[config.mk]
export PLATFORM = sky130hd
export DESIGN_NAME = reg_bus_arbiter_flat
export DESIGN_NICKNAME = d
export VERILOG_FILES = /design/src/rtl/reg_bus_arbiter_if.sv /design/src/rtl/reg_bus_arbiter.sv /design/src/flat_wrapper.sv
export SDC_FILE = /design/constraint.sdc
export NUM_CORES = 1
export LEC_CHECK = 0
export CAP_MARGIN = 20
export CORE_MARGIN = 5
export CORE_UTILIZATION = 39
export CTS_CLUSTER_DIAMETER = 100
export DETAILED_ROUTE_END_ITERATION = 8
export PLACE_DENSITY = 0.9
export SYNTH_ARGS = -nofsm -noshare
export SYNTH_HDL_FRONTEND = slang
export SYNTH_SLANG_ARGS = --single-unit
[constraint.sdc]
create_clock -name clk -period 1.5 [get_ports clk]
set_input_delay 0.15 -clock clk [delete_from_list [all_inputs] [get_ports clk]]
set_output_delay 0.15 -clock clk [all_outputs]
set_load 0.01 [all_outputs]
[src/rtl/reg_bus_arbiter_if.sv]
// Requester-side and register-bus-side signals of the two-requester register bus arbiter.
// slave: the arbiter's view; master: the requesters plus register block (environment) view.
interface reg_bus_arbiter_if #(
  parameter int ADDR_WIDTH = 3,
  parameter int DATA_WIDTH = 32
);
  logic [1:0]                  m_req;
  logic [1:0]                  m_is_wr;
  logic [2*ADDR_WIDTH-1:0]     m_addr;
  logic [2*DATA_WIDTH-1:0]     m_wr_data;
  logic [2*DATA_WIDTH/8-1:0]   m_wr_biten;
  logic [1:0]                  m_ack;
  logic                        m_err;
  logic [DATA_WIDTH-1:0]       m_rd_data;

  logic                        bus_req;
  logic                        bus_req_is_wr;
  logic [ADDR_WIDTH-1:0]       bus_addr;
  logic [DATA_WIDTH-1:0]       bus_wr_data;
  logic [DATA_WIDTH/8-1:0]     bus_wr_biten;
  logic                        bus_ready;
  logic                        bus_err;
  logic [DATA_WIDTH-1:0]       bus_rd_data;

  // Handshake: m_req[i] is a level held until the one-cycle m_ack[i] pulse; bus_req is a
  // one-cycle pulse and bus_ready|bus_err completes it (same cycle or later), with bus_*
  // fields stable throughout. m_err/m_rd_data are meaningful only while m_ack is nonzero.
  modport slave (
    input  m_req, m_is_wr, m_addr, m_wr_data, m_wr_biten,
    output m_ack, m_err, m_rd_data,
    output bus_req, bus_req_is_wr, bus_addr, bus_wr_data, bus_wr_biten,
    input  bus_ready, bus_err, bus_rd_data
  );

  modport master (
    output m_req, m_is_wr, m_addr, m_wr_data, m_wr_biten,
    input  m_ack, m_err, m_rd_data,
    input  bus_req, bus_req_is_wr, bus_addr, bus_wr_data, bus_wr_biten,
    output bus_ready, bus_err, bus_rd_data
  );
endinterface

[src/rtl/reg_bus_arbiter.sv]
// Round-robin arbiter muxing two requesters onto one register bus (IDLE -> ACTIVE -> RESP).
// Optional watchdog on the ACTIVE state enabled by the REG_ARB_TIMEOUT_EN macro.
module reg_bus_arbiter #(
  parameter int ADDR_WIDTH     = 3,
  parameter int DATA_WIDTH     = 32,
  parameter int TIMEOUT_CYCLES = 16
) (
  input  logic              clk,
  input  logic              rst_n,
  reg_bus_arbiter_if.slave  bif,
  output logic              busy,
  output logic              grant_idx,
  output logic [1:0]        state_dbg
);
  localparam int SW = DATA_WIDTH / 8;

  typedef enum logic [1:0] {IDLE = 2'd0, ACTIVE = 2'd1, RESP = 2'd2} state_t;

  if (TIMEOUT_CYCLES < 1 || TIMEOUT_CYCLES > 255) begin : g_bad_timeout
    $error("TIMEOUT_CYCLES must be within 1..255");
  end

  state_t                state_q, state_d;
  logic                  grant_q;
  logic                  bus_req_q;
  logic                  is_wr_q;
  logic [ADDR_WIDTH-1:0] addr_q;
  logic [DATA_WIDTH-1:0] wr_data_q;
  logic [SW-1:0]         biten_q;
  logic [1:0]            ack_q;
  logic                  err_q;
  logic [DATA_WIDTH-1:0] rd_data_q;

  logic win;
  logic grant;
  logic done;
  logic timeout;
  logic finish;

  // A lone requester always wins; with both asking, the one not served last goes next.
  always_comb begin
    win = ~grant_q;
    if (bif.m_req == 2'b01)      win = 1'b0;
    else if (bif.m_req == 2'b10) win = 1'b1;
  end

  assign grant  = (state_q == IDLE) && (|bif.m_req);
  assign done   = (state_q == ACTIVE) && (bif.bus_ready || bif.bus_err);
  assign finish = (state_q == ACTIVE) && (done || timeout);

`ifdef REG_ARB_TIMEOUT_EN
  logic [7:0] cnt_q;

  // cnt_q counts completed ACTIVE cycles without a response.
  assign timeout = (state_q == ACTIVE) && (cnt_q == 8'(TIMEOUT_CYCLES - 1));

  always_ff @(posedge clk or negedge rst_n) begin
    if (!rst_n)                             cnt_q <= 8'd0;
    else if (grant)                         cnt_q <= 8'd0;
    else if (state_q == ACTIVE && !done)    cnt_q <= cnt_q + 8'd1;
  end
`else
  assign timeout = 1'b0;
`endif

  always_comb begin
    state_d = state_q;
    case (state_q)
      IDLE:    if (grant)  state_d = ACTIVE;
      ACTIVE:  if (finish) state_d = RESP;
      RESP:    state_d = IDLE;
      default: state_d = IDLE;
    endcase
  end

  always_ff @(posedge clk or negedge rst_n) begin
    if (!rst_n) begin
      state_q   <= IDLE;
      grant_q   <= 1'b1;
      bus_req_q <= 1'b0;
      is_wr_q   <= 1'b0;
      addr_q    <= '0;
      wr_data_q <= '0;
      biten_q   <= '0;
      ack_q     <= 2'b00;
      err_q     <= 1'b0;
      rd_data_q <= '0;
    end else begin
      state_q   <= state_d;
      bus_req_q <= grant;
      ack_q     <= 2'b00;
      if (grant) begin
        grant_q   <= win;
        is_wr_q   <= bif.m_is_wr[win];
        addr_q    <= win ? bif.m_addr[2*ADDR_WIDTH-1:ADDR_WIDTH] : bif.m_addr[ADDR_WIDTH-1:0];
        wr_data_q <= win ? bif.m_wr_data[2*DATA_WIDTH-1:DATA_WIDTH]
                         : bif.m_wr_data[DATA_WIDTH-1:0];
        biten_q   <= win ? bif.m_wr_biten[2*SW-1:SW] : bif.m_wr_biten[SW-1:0];
      end
      // A real response takes precedence over a watchdog expiry in the same cycle.
      if (finish) begin
        ack_q[grant_q] <= 1'b1;
        err_q          <= done ? bif.bus_err : 1'b1;
        rd_data_q      <= (done && !is_wr_q) ? bif.bus_rd_data : '0;
      end else if (state_q == RESP) begin
        err_q     <= 1'b0;
        rd_data_q <= '0;
      end
    end
  end

  assign bif.m_ack         = ack_q;
  assign bif.m_err         = err_q;
  assign bif.m_rd_data     = rd_data_q;
  assign bif.bus_req       = bus_req_q;
  assign bif.bus_req_is_wr = is_wr_q;
  assign bif.bus_addr      = addr_q;
  assign bif.bus_wr_data   = wr_data_q;
  assign bif.bus_wr_biten  = biten_q;

  assign busy      = (state_q != IDLE);
  assign grant_idx = grant_q;
  assign state_dbg = state_q;
endmodule

[src/flat_wrapper.sv]
// flat-port wrapper written by rule: the top's interface ports become plain ports
module reg_bus_arbiter_flat 
#(
  parameter int ADDR_WIDTH     = 3,
  parameter int DATA_WIDTH     = 32,
  parameter int TIMEOUT_CYCLES = 16
)
  (clk, rst_n, busy, grant_idx, state_dbg, bif_m_req, bif_m_is_wr, bif_m_addr, bif_m_wr_data, bif_m_wr_biten, bif_m_ack, bif_m_err, bif_m_rd_data, bif_bus_req, bif_bus_req_is_wr, bif_bus_addr, bif_bus_wr_data, bif_bus_wr_biten, bif_bus_ready, bif_bus_err, bif_bus_rd_data);
  reg_bus_arbiter_if #(.ADDR_WIDTH(ADDR_WIDTH), .DATA_WIDTH(DATA_WIDTH)) bif_i ();
  input  logic clk;
  input  logic rst_n;
  output logic busy;
  output logic grant_idx;
  output logic [1:0] state_dbg;
  input wire logic [$bits(bif_i.m_req)-1:0] bif_m_req;
  input wire logic [$bits(bif_i.m_is_wr)-1:0] bif_m_is_wr;
  input wire logic [$bits(bif_i.m_addr)-1:0] bif_m_addr;
  input wire logic [$bits(bif_i.m_wr_data)-1:0] bif_m_wr_data;
  input wire logic [$bits(bif_i.m_wr_biten)-1:0] bif_m_wr_biten;
  output wire logic [$bits(bif_i.m_ack)-1:0] bif_m_ack;
  output wire logic [$bits(bif_i.m_err)-1:0] bif_m_err;
  output wire logic [$bits(bif_i.m_rd_data)-1:0] bif_m_rd_data;
  output wire logic [$bits(bif_i.bus_req)-1:0] bif_bus_req;
  output wire logic [$bits(bif_i.bus_req_is_wr)-1:0] bif_bus_req_is_wr;
  output wire logic [$bits(bif_i.bus_addr)-1:0] bif_bus_addr;
  output wire logic [$bits(bif_i.bus_wr_data)-1:0] bif_bus_wr_data;
  output wire logic [$bits(bif_i.bus_wr_biten)-1:0] bif_bus_wr_biten;
  input wire logic [$bits(bif_i.bus_ready)-1:0] bif_bus_ready;
  input wire logic [$bits(bif_i.bus_err)-1:0] bif_bus_err;
  input wire logic [$bits(bif_i.bus_rd_data)-1:0] bif_bus_rd_data;
  assign bif_i.m_req = bif_m_req;
  assign bif_i.m_is_wr = bif_m_is_wr;
  assign bif_i.m_addr = bif_m_addr;
  assign bif_i.m_wr_data = bif_m_wr_data;
  assign bif_i.m_wr_biten = bif_m_wr_biten;
  assign bif_m_ack = bif_i.m_ack;
  assign bif_m_err = bif_i.m_err;
  assign bif_m_rd_data = bif_i.m_rd_data;
  assign bif_bus_req = bif_i.bus_req;
  assign bif_bus_req_is_wr = bif_i.bus_req_is_wr;
  assign bif_bus_addr = bif_i.bus_addr;
  assign bif_bus_wr_data = bif_i.bus_wr_data;
  assign bif_bus_wr_biten = bif_i.bus_wr_biten;
  assign bif_i.bus_ready = bif_bus_ready;
  assign bif_i.bus_err = bif_bus_err;
  assign bif_i.bus_rd_data = bif_bus_rd_data;
  reg_bus_arbiter #(.ADDR_WIDTH(ADDR_WIDTH), .DATA_WIDTH(DATA_WIDTH), .TIMEOUT_CYCLES(TIMEOUT_CYCLES)) u_core (.clk(clk), .rst_n(rst_n), .bif(bif_i), .busy(busy), .grant_idx(grant_idx), .state_dbg(state_dbg));
endmodule
==> results_dict.tcl <==
set metrics [dict create \
    nets 647 \
    numCtsBuffers 9 \
    rr_endpoint "u_core.bif.bus_wr_biten[3]" \
    regArea_sq_um 1980 \
    worstSetupPathType "reg2out" \
    cts_buffer_depth 2 \
    setup_viol 0 \
    critPathBufInv 1 \
    vias 4000 \
    synth_top_area_share_pct 52.5 \
    fin_skew_ns 0.0118 \
    fill_cells 738 \
    period_minus_slack_ns 1.43 \
    cts_sinks 79 \
    min_path_type "in2async" \
    core_area_sq_um 9280 \
    final_antenna_net_count 0 \
    cts-root-buf "clkbuf_8" \
    hold-worst-slack_ns 0.282 \
    crit_required_ns 1.35 \
    synthCells 342 \
    ir_worst_vdd_mv 0.898 \
    path_max_fanout 2 \
    place_congestion 0.844 \
    syn-cell-area_sq_um 3720 \
    reg2reg_from "u_core.state_dbg[0]" \
    p_leak_nw 2.48 \
    die_w_um 108 \
    power_mw 11.3 \
    row_count 35 \
    post-route-period-util_pct 95.5 \
    routedWlPerCell_um 20.9 \
    max_stage_delay_ns 0.57 \
    avgViaCountPerCell 6.03 \
    grt_first_pass_wirelength_um 21800 \
    final_common_cell "clkdlybuf4s50_1" \
    cpMaxStageDelayCell "clkdlybuf4s50_1" \
    io_pins 198 \
    synth.largest_area_cell "dfrtp_1" \
    syn_avg_cell_area_sq_um 10.9 \
    path_clk_slew_ns 0.09 \
    synthTopCellsByArea "dfrtp_1, o2111ai_1, a22o_1, nand3_1, o21ai_0" \
    cap_violations 0 \
    fin_util_pct 66.1 \
    synthToLayoutAreaGrowth_pct 64.9 \
    power_frac_clock_pct 15.6 \
    grt_max_degree 41 \
    r2r_cells 6 \
    yosysSeqAreaShare_pct 53.2 \
    switching_share_pct 38.5 \
    critical_path.top_delay_family "buffers and inverters" \
    crit_path_end_kind "output port" \
    multi_input_area_sq_um 1520 \
    htreeDepth 3 \
    drive_gt1_share_pct 9.93 \
    place_hpwl_um 9930 \
    wl_um 13900 \
    rsz0062_at_grt "no" \
    cp_cell_sequence "clkdlybuf4s50_1" \
    hold_viol 0 \
    grt_pass1_vias 4314 \
    worstSkewPairLatency_ns 0.34 \
    port_buffers 197 \
    p_int_mw 6.93 \
    synthesis.nets 460 \
    p_sw_mw 4.34 \
    slew_headroom_pct 65.1 \
    gr-total-overflow 0 \
    layout_common_cells "clkdlybuf4s50_1, o2111ai_1, dfrtp_1, nand3_1, a22o_1" \
    tritoncts "built" \
    worstMarginPinSlew_ns 0.521 \
    ys.warnings.count 0 \
    worstSetupStartpointType "flop" \
    die-area_sq_um 11600 \
    drt_iter0_markers 286 \
    p_per_area_nw_per_um2 1840 \
    n_antenna_cell 0 \
    drt_first_pass_iters 5 \
    ys_ff_latch 79 \
    die_height_um 108 \
    ff2ff_setup_slack_ns 0.09 \
    timing.fmax_mhz 698 \
    initial_core_util_pct 40.1 \
    pwr-share-comb_pct 52.4 \
    grt_usage_pct 23.8 \
    route.detailed.drc 0 \
    seqPwrFrac_pct 32.0 \
    timing.final.max_slew_violations 0 \
    critPathArrivalTime_ns 1.28 \
    antenna_found_initial 0 \
    synth_cell_types 25 \
    status "completed" \
]
==> power groups by stage <==
stage	Clock (mW)	Combinational [mW]	Sequential, mW
after detailed placement	0	5.87	3.61
after global routing	1.90	6.33	3.71
final	1.75	5.90	3.61
after global placement	0	5.66	3.59
after CTS	1.78	5.89	3.60
after floorplan	0	2.52	3.95
==> sequential cells by signal (all words and copies together), names as in the netlist <==
register,cells
u_core.bif.m_ack,2
u_core.bif.bus_req_is_wr,1
u_core.bif.bus_addr,3
u_core.bif.m_err,1
u_core.grant_idx,1
u_core.bif.m_rd_data,32
u_core.bif.bus_wr_biten,4
u_core.state_dbg,2
u_core.bif.bus_wr_data,32
u_core.bif.bus_req,1
==> cell usage after synthesis <==
master / number
o32ai_1: 1
o21ai_0: 33
nor2_1: 4
dfrtp_1: 78
nand2b_1: 1
clkbuf_1: 40
o21ai_1: 9
inv_1: 3
clkbuf_2: 1
nor3_1: 2
nor3_2: 1
o2111ai_1: 80
dfstp_2: 1
buf_6: 3
o21a_4: 1
nor2_4: 1
clkinv_1: 1
nand2b_2: 1
a22o_1: 32
buf_2: 2
mux2i_1: 1
inv_2: 1
o211ai_1: 2
nand3_1: 40
buf_4: 3
==> per-stage QoR <==
stage / TNS [ns] / std cells / area [sq um] / setup slack, ns
2_1_floorplan: 0 / 342 / 3720 / 0.0764
3_3_place_gp: -4.88 / 643 / 5880 / -0.154
3_5_place_dp: -7.59 / 643 / 5880 / -0.246
4_1_cts: 0 / 662 / 6120 / 0.0178
5_1_grt: 0 / 663 / 6130 / 0.0000677
6_report: 0 / 663 / 6130 / 0.0673
==> layout make-up <==
cell class	count	share of cell area [%]
clock buffer	10	2.24
multi-input combinational	209	24.7
inverter	5	0.306
clock inverter	6	1.37
tap	129	2.63
timing repair buffer	225	36.5
sequential	79	32.3
==> what timing repair did <==
| action | 4_1_cts | 5_1_grt |
|---|---|---|
| hold buffers | 1 | 0 |
| setup endpoints to repair | 5 | 21 |
| pin swaps | 1 | 0 |
| hold endpoints to repair | 29 | 0 |
| buffers inserted | 2 | 1 |
| resized for setup | 8 | 8 |
==> cells by family after synthesis <==
family,Yosys count,synth area share (%)
AO/OA/AOI/OAI,158,33.1
flip-flops,79,53.2
buffers and inverters,54,6.46
AND/OR/NAND/NOR,50,7.03
multiplexers,1,0.269
==> routing by layer <==
metal | vias up | track usage (%) | part of all wire [%]
met5 | - | 0 | 0
met4 | 0 | 13.1 | 3.5
met3 | 45 | 5.04 | 8.6
met2 | 262 | 39.1 | 50
met1 | 1925 | 29.1 | 38
li1 | 1768 | - | -
==> worst max path at each step <==
stage / from / endpoint / slack (ns) / cells past startpoint
6_report: u_core.bif.bus_wr_data[6] / bif_bus_wr_data[6] / 0.07 / 1
5_1_grt: u_core.state_dbg[0] / u_core.bif.bus_wr_biten[3] / 0.00007 / 6
4_1_cts: u_core.state_dbg[0] / busy / 0.02 / 4
3_5_place_dp: bif_bus_err / u_core.bif.m_rd_data[16] / -0.25 / 4
3_3_place_gp: bif_bus_err / u_core.bif.m_rd_data[21] / -0.15 / 4
2_1_floorplan: u_core.grant_idx / u_core.bif.bus_wr_data[14] / 0.08 / 5
Power figures use the tool's default switching activity.
